**config.mk**
```make
export PLATFORM = sky130hd
export DESIGN_NAME = alu_exec_unit
export DESIGN_NICKNAME = d
export VERILOG_FILES = /design/src/rtl/alu_pkg.sv /design/src/rtl/adder64.sv /design/src/rtl/alu_exec_unit.sv
export SDC_FILE = /design/constraint.sdc
export NUM_CORES = 1
export LEC_CHECK = 0
export ABC_AREA = 1
export CORE_ASPECT_RATIO = 0.7
export CORE_MARGIN = 2
export CORE_UTILIZATION = 40
export DETAILED_ROUTE_END_ITERATION = 7
export PLACE_DENSITY_LB_ADDON = 0.25
export SLEW_MARGIN = 20
export SYNTH_ARGS = -nofsm -noshare
export SYNTH_HDL_FRONTEND = slang
export SYNTH_SLANG_ARGS = --single-unit
```
**constraint.sdc**
```tcl
create_clock -name clk -period 0.8 [get_ports clk]
set_input_delay 0.08 -clock clk [delete_from_list [all_inputs] [get_ports clk]]
set_output_delay 0.08 -clock clk [all_outputs]
set_load 0.02 [all_outputs]
```
**src/rtl/alu_pkg.sv**
```systemverilog
// alu_pkg: shared constants for the execute-stage ALU.
//   - 4-bit ALU control codes driven to the ALU mux
//   - 2-bit ALUOp values from main control
//   - 11-bit R-type opcode values found in ins[31:21]
package alu_pkg;

    // ALU control codes
    localparam logic [3:0] ALU_AND   = 4'b0000;
    localparam logic [3:0] ALU_ORR   = 4'b0001;
    localparam logic [3:0] ALU_ADD   = 4'b0010;
    localparam logic [3:0] ALU_LSL   = 4'b0011;
    localparam logic [3:0] ALU_LSR   = 4'b0100;
    localparam logic [3:0] ALU_SUB   = 4'b0110;
    localparam logic [3:0] ALU_PASSB = 4'b0111;
    localparam logic [3:0] ALU_NOR   = 4'b1100;

    // ALUOp from main control
    localparam logic [1:0] ALUOP_MEM  = 2'b00;  // loads/stores: address add
    localparam logic [1:0] ALUOP_CBZ  = 2'b01;  // compare-and-branch: pass B
    localparam logic [1:0] ALUOP_RTYP = 2'b10;  // decode from opcode field
    localparam logic [1:0] ALUOP_RSV  = 2'b11;  // reserved

    // R-type opcodes, ins[31:21]
    localparam logic [10:0] OPC_ADD = 11'b10001011000;
    localparam logic [10:0] OPC_SUB = 11'b11001011000;
    localparam logic [10:0] OPC_AND = 11'b10001010000;
    localparam logic [10:0] OPC_ORR = 11'b10101010000;
    localparam logic [10:0] OPC_LSL = 11'b11010011011;
    localparam logic [10:0] OPC_LSR = 11'b11010011010;

endpackage

```
**src/rtl/adder64.sv**
```systemverilog
// adder64: DATA_W-bit adder with carry-in and carry-out.
// Ports:
//   a, b  : addends
//   cin   : carry-in
//   sum   : a + b + cin modulo 2^DATA_W
//   cout  : carry-out of the top bit
module adder64 #(
    parameter int DATA_W = 64
) (
    input  logic [DATA_W-1:0] a,
    input  logic [DATA_W-1:0] b,
    input  logic              cin,
    output logic [DATA_W-1:0] sum,
    output logic              cout
);

    assign {cout, sum} = {1'b0, a} + {1'b0, b} + {{DATA_W{1'b0}}, cin};

endmodule

```
**src/rtl/alu_exec_unit.sv**
```systemverilog
// alu_exec_unit: execute stage of the LEGv8-style pipeline. Decodes ALU
// control, runs the ALU and the branch-target adder, and registers all
// results (acts as the EX/MEM capture point). One cycle latency.
// Optional feature macro: ALU_SHIFT_EN (adds LSL/LSR R-type decode).
// Ports:
//   clk, reset_n        : clock, async active-low reset
//   in_valid            : capture enable for this cycle's inputs
//   ins                 : instruction (opcode ins[31:21], shamt ins[15:10])
//   alu_op, alu_src     : ALUOp and operand-B select from main control
//   data_a, data_b, imm : operands and sign-extended immediate
//   pc                  : instruction PC
//   out_valid           : registered in_valid
//   alu_ctrl, alu_res   : registered control code and ALU result
//   alu_zero, alu_carry : registered ALU flags
//   br_target, br_carry : registered pc + (imm << BR_SHIFT) and its carry
//   illegal_op          : registered flag, decode fell to default
module alu_exec_unit
    import alu_pkg::*;
#(
    parameter int DATA_W   = 64,
    parameter int BR_SHIFT = 2
) (
    input  logic              clk,
    input  logic              reset_n,
    input  logic              in_valid,
    input  logic [31:0]       ins,
    input  logic [1:0]        alu_op,
    input  logic              alu_src,
    input  logic [DATA_W-1:0] data_a,
    input  logic [DATA_W-1:0] data_b,
    input  logic [DATA_W-1:0] imm,
    input  logic [DATA_W-1:0] pc,
    output logic              out_valid,
    output logic [3:0]        alu_ctrl,
    output logic [DATA_W-1:0] alu_res,
    output logic              alu_zero,
    output logic              alu_carry,
    output logic [DATA_W-1:0] br_target,
    output logic              br_carry,
    output logic              illegal_op
);

    logic [10:0] opcode;
    logic [5:0]  shamt;
    assign opcode = ins[31:21];
    assign shamt  = ins[15:10];

    // Fields of ins this block never looks at.
    logic unused_ins;
    assign unused_ins = ^{ins[20:0]};

    // ---------------- decode ----------------
    logic [3:0] ctrl_d;
    logic       ill_d;

    always_comb begin
        ctrl_d = ALU_ADD;
        ill_d  = 1'b0;
        case (alu_op)
            ALUOP_MEM: ctrl_d = ALU_ADD;
            ALUOP_CBZ: ctrl_d = ALU_PASSB;
            ALUOP_RTYP: begin
                case (opcode)
                    OPC_ADD: ctrl_d = ALU_ADD;
                    OPC_SUB: ctrl_d = ALU_SUB;
                    OPC_AND: ctrl_d = ALU_AND;
                    OPC_ORR: ctrl_d = ALU_ORR;
`ifdef ALU_SHIFT_EN
                    OPC_LSL: ctrl_d = ALU_LSL;
                    OPC_LSR: ctrl_d = ALU_LSR;
`endif
                    default: begin
                        ctrl_d = ALU_ADD;
                        ill_d  = 1'b1;
                    end
                endcase
            end
            default: begin
                ctrl_d = ALU_ADD;
                ill_d  = 1'b1;
            end
        endcase
    end

    // ---------------- ALU ----------------
    logic [DATA_W-1:0] op_b;
    assign op_b = alu_src ? imm : data_b;

    // Shared add/sub: SUB is A + ~B + 1, so carry-out = "no borrow".
    logic              is_sub;
    logic [DATA_W-1:0] addsub_b;
    logic [DATA_W-1:0] addsub_sum;
    logic              addsub_cout;
    assign is_sub   = (ctrl_d == ALU_SUB);
    assign addsub_b = is_sub ? ~op_b : op_b;

    adder64 #(.DATA_W(DATA_W)) u_alu_add (
        .a    (data_a),
        .b    (addsub_b),
        .cin  (is_sub),
        .sum  (addsub_sum),
        .cout (addsub_cout)
    );

    logic [DATA_W-1:0] res_d;
    logic              carry_d;

    always_comb begin
        res_d   = '0;
        carry_d = 1'b0;
        case (ctrl_d)
            ALU_AND:   res_d = data_a & op_b;
            ALU_ORR:   res_d = data_a | op_b;
            ALU_ADD, ALU_SUB: begin
                res_d   = addsub_sum;
                carry_d = addsub_cout;
            end
            ALU_PASSB: res_d = op_b;
            ALU_NOR:   res_d = ~(data_a | op_b);
`ifdef ALU_SHIFT_EN
            ALU_LSL:   res_d = data_a << shamt;
            ALU_LSR:   res_d = data_a >> shamt;
`endif
            default:   res_d = '0;
        endcase
    end

    // ---------------- branch target ----------------
    logic [DATA_W-1:0] imm_sh;
    logic [DATA_W-1:0] br_d;
    logic              br_c_d;
    assign imm_sh = imm << BR_SHIFT;

    adder64 #(.DATA_W(DATA_W)) u_br_add (
        .a    (pc),
        .b    (imm_sh),
        .cin  (1'b0),
        .sum  (br_d),
        .cout (br_c_d)
    );

    // ---------------- output registers ----------------
    // out_valid tracks in_valid every cycle; the payload holds when idle.
    always_ff @(posedge clk or negedge reset_n) begin
        if (!reset_n) begin
            out_valid  <= 1'b0;
            alu_ctrl   <= '0;
            alu_res    <= '0;
            alu_zero   <= 1'b0;
            alu_carry  <= 1'b0;
            br_target  <= '0;
            br_carry   <= 1'b0;
            illegal_op <= 1'b0;
        end else begin
            out_valid <= in_valid;
            if (in_valid) begin
                alu_ctrl   <= ctrl_d;
                alu_res    <= res_d;
                alu_zero   <= (res_d == '0);
                alu_carry  <= carry_d;
                br_target  <= br_d;
                br_carry   <= br_c_d;
                illegal_op <= ill_d;
            end
        end
    end

endmodule

```
==> metrics.txt, run 1 <==
Total GRT Usage 76.5%; status stopped before the end; largest net degree at the start of global routing 126; Synth area leader dfrtp_1; first error [ERROR GRT-0232] Routing congestion too high. Check the congestion heatmap in the GUI.; H-tree levels 4; top post-synthesis cells by area dfrtp_1 (20%), nand2_1 (14%), ha_1 (10%); most common cell in the netlist nand2_1; Mapped Area 0.0172 sq mm; Syn Area/Cell 6.27 sq um; RD Place Congestion 1.07; Top FF cell, synth dfrtp_1; num rows 63; Port Buf Inserts 408; cell count after synthesis 2,746; Worst-path end type register data pin; Die Y 178 um; synth cell count leaders nand2_1 (656), inv_1 (340), nor2_1 (308), o21ai_0 (275), a21oi_1 (202); root cell of the clock tree clkbuf_16; EDFF count, synth 0; grt ovf 163; Seq cells post-synth 136; GRT worst endpoint alu_zero$_DFFE_PN0P_/D; IO Count 431; hpwl dp 77.3 mm; Bufs on Longest Clock Path 2; Die X-Extent 252 um; Async SR Flop Fraction 100%; share of the synthesized area in the top cell type 19.8%; clock sink count 136; sequential area share after synthesis 19.8%; Unique masters post-synth 61; initial core utilization 40.6%; Placed Cells 4,495; Halt Stage global routing; Mapped Nets 3,184; TritonCTS Buffers 17; Yosys Warn Count 0
cell families after synthesis:
family                   synth area share (%)
XOR/XNOR                                 5.04
buffers and inverters                    9.35
multiplexers                             3.43
adder cells (fa/ha/maj)                  10.6
flip-flops                               19.8
AND/OR/NAND/NOR                          30.7
other                                  0.0218
AO/OA/AOI/OAI                            21.1
metal layers:
metal  GRT overflow  GRT usage, %
met1             11          77.6
met4             49          69.3
met3             10          64.8
met2             93          90.6
met5              0          48.2
stage by stage:
stage               hold slack (ns)  setup WS, ns  instance area (sq um)  setup TNS (ns)  util [%]
floorplan                    -0.216         -2.58                  18000         -188.14         -
global placement             0.0845         -4.09                  29100         -360.28      68.6
detailed placement           0.0868         -4.06                  29100         -367.05      68.6
CTS                         -0.0416         -2.87                  34900         -295.21      82.3
timing repair:
item,in CTS
resized for setup,1163
cloned,3
pin swaps,345
buffers inserted,200
hold buffers,1
hold endpoints to repair,137
endpoints found under the setup margin,268
==> run 2, diff against run 1 <==
--- a/config.mk
+++ b/config.mk
@@ -6,11 +6,10 @@
 export NUM_CORES = 1
 export LEC_CHECK = 0
 export ABC_AREA = 1
-export CORE_ASPECT_RATIO = 0.7
 export CORE_MARGIN = 2
-export CORE_UTILIZATION = 40
+export CORE_UTILIZATION = 25
 export DETAILED_ROUTE_END_ITERATION = 7
-export PLACE_DENSITY_LB_ADDON = 0.25
+export PLACE_DENSITY_LB_ADDON = 0.15
 export SLEW_MARGIN = 20
 export SYNTH_ARGS = -nofsm -noshare
 export SYNTH_HDL_FRONTEND = slang
==> constraint.sdc (replaced) <==
create_clock -name clk -period 1 [get_ports clk]
set_input_delay 0.1 -clock clk [delete_from_list [all_inputs] [get_ports clk]]
set_output_delay 0.1 -clock clk [all_outputs]
set_load 0.02 [all_outputs]
==> metrics.txt, run 2 <==
status complete, but fails checks; violated checks negative setup slack; Placed Cells 4,844; Seq cells post-synth 136; synth-to-layout area growth 105%; Die Y 266 um; slew of the pin with the lowest slew margin 0.794 ns; Hold Crit Class in2reg; Port Buf Inserts 408; die footprint 0.0710 sq mm; setup violators final 266; Hold Startpoint alu_op[1]; Async SR Flop Fraction 100%; Net Switching 0.0199 W; hold worst-path end illegal_op; top post-synthesis cells by area dfrtp_1 (20%), nand2_1 (14%), ha_1 (10%); Critical Path AT 4.16 ns; Syn Area/Cell 6.27 sq um; largest net degree at the start of global routing 62; Critical Path Max Stage Delay 0.24 ns; EDFF count, synth 0; crit path kind in2reg; worst-path fanout max 7; share of layout cells above drive strength 1 47.1%; root cell of the clock tree clkbuf_16; vias in the first global route 23,580; cell count after synthesis 2,746; Clk Latency, worst-skew pair 0.49 ns; DR vias 24,063; FF-to-FF Start alu_res[60]; Mapped Nets 3,184; commonest non-fill, non-tap cells in the layout buf_4 (955), nand2_1 (518), clkdlybuf4s50_1 (326); synth cell count leaders nand2_1 (656), inv_1 (340), nor2_1 (308), o21ai_0 (275), a21oi_1 (202); Total GRT Usage 27.7%; Routed Antenna Nets 0; drt wl/cell 20.3 um; Cell Pwr Density 1280 mW/mm^2; CTS clock-pin slew for the worst setup and hold paths 0.07 ns; Min-Delay Path Depth 4; TritonCTS Buffers 17; initial core utilization 25.2%; Slew Viols, Final 0; Fin. Hold Viols 0; core area 0.0683 sq mm; IO Count 431; clock sink count 136; share of the synthesized area in the top cell type 19.8%; Die X-Extent 266 um; Yosys Warn Count 0; maxcap violations 0; Data required, critical path 1.44 ns; Via-to-Cell Ratio 4.78; Initial DRC Count 1,620; Max Freq 269 MHz; sequential area share after synthesis 19.8%; leakage 16.4 nW; Reg power frac 16.2%; RSZ-0062 raised after global routing true; post-layout util 51.8%; hpwl dp 83.9 mm; Tcrit/Tclk final 372%; num rows 96; internal power 0.0253 W; # nets final 4,567; Worst VDD drop 1270 uV; most common cell in the netlist nand2_1; first-pass GRT wire length 145 mm; RD Place Congestion 0.969; Cell Count, Final, Fillers Out 5,030; Net Sw Frac 44.0%; startpoint types primary input; reg-to-reg slack, setup 0.18 ns; H-tree levels 4; CTS tree built; drc violations 0; Slew headroom 47.1%; Worst Skew 0 ns; drt total wl 102 mm; biggest regs alu_res (64), br_target (64), alu_ctrl (3); clock period minus worst slack 3.72 ns; Unique masters post-synth 61; Comb power frac 67.8%; DR pass1 iterations 5; final worst setup slack -2.72 ns; Top FF cell, synth dfrtp_1; R2R cell count 3; Bufs on Longest Clock Path 2; most common cell after layout, fill and taps aside buf_4; crit end category flip-flop; initial antenna violation count 7; grt ovf 0; clock share of power 16.0%; Synth area leader dfrtp_1; Reg2Reg Capture Point alu_res[60]; Mapped Area 0.0172 sq mm; Critical Path Slowest Stage Cell nor2_4
[run 2: cell counts after synthesis]
Identical to the previous run, type by type.
[run 2: cells by family after synthesis]
logic type	share of synthesized area, %
adder cells (fa/ha/maj)	10.6
AND/OR/NAND/NOR	30.7
flip-flops	19.8
AO/OA/AOI/OAI	21.1
buffers and inverters	9.35
XOR/XNOR	5.04
multiplexers	3.43
other	0.0218
[run 2: worst max-delay path, delay by kind of cell]
family / cells / cell delay [ns]
simple gates: 21 / 2.27
compound gates: 2 / 0.37
fa+ha+maj: 1 / 0.24
xor+xnor: 2 / 0.27
buf+inv: 7 / 0.90
[run 2: worst max-delay path by stage]
| stage | slack (ns) | endpoint | start |
|---|---|---|---|
| 2_1_floorplan | -2.40 | alu_zero | alu_op[0] |
| 3_3_place_gp | -4.00 | alu_zero | alu_op[0] |
| 3_5_place_dp | -3.99 | alu_zero | alu_op[0] |
| 6_report | -2.72 | alu_zero | ins[26] |
| 5_1_grt | -2.91 | alu_zero | ins[26] |
| 4_1_cts | -2.73 | alu_zero | ins[24] |
[run 2: power by group through the flow]
stage                     clock network [W]  logic, W  registers (W)
after global placement                    0    0.0243        0.00739
final                               0.00725    0.0307        0.00731
after CTS                           0.00747    0.0276        0.00732
after global routing                0.00761    0.0326        0.00744
after detailed placement                  0    0.0243        0.00741
after floorplan                           0   0.00915        0.00858
[run 2: through the flow]
step / total power, W / setup TNS, ns / setup slack (ns) / instance area [sq um] / hold WS [ns]
detailed placement: 0.0317 / -309.32 / -3.99 / 29600 / 0.0908
finish: 0.0452 / -252.59 / -2.72 / 35400 / 0.0839
global placement: 0.0317 / -309.66 / -4.00 / 29600 / 0.0922
global route: 0.0477 / -279.24 / -2.91 / 35400 / 0.0881
floorplan: 0.0177 / -164.02 / -2.40 / 18000 / -0.196
CTS: 0.0424 / -254.51 / -2.73 / 32900 / 0.0496
[run 2: what timing repair did]
action	in CTS	in global routing
pin swaps	191	256
resized for setup	614	486
buffers inserted	104	70
cloned	2	0
hold buffers	1	0
endpoints found under the hold margin	136	0
setup endpoints to repair	267	266
[run 2: metal layers]
layer | part of all wire, % | global-route usage (%) | up-vias
met5 | 0 | 0 | -
met4 | 3.1 | 8.87 | 0
met3 | 5.8 | 4.61 | 144
met2 | 46 | 44.8 | 709
met1 | 45 | 37.5 | 11330
li1 | - | - | 11880
[run 2: final cells by class]
| cell class | count | area [sq um] |
|---|---|---|
| clock inverters | 14 | 186 |
| inverters | 348 | 1330 |
| repair buffers | 1431 | 12300 |
| multi-input cells | 2195 | 16600 |
| diodes | 6 | 15.0 |
| flip-flops and latches | 136 | 3400 |
| clock buffers | 18 | 429 |
| well taps | 882 | 1100 |
| fillers | 6647 | 33000 |
(Power assumes the default switching activity.)
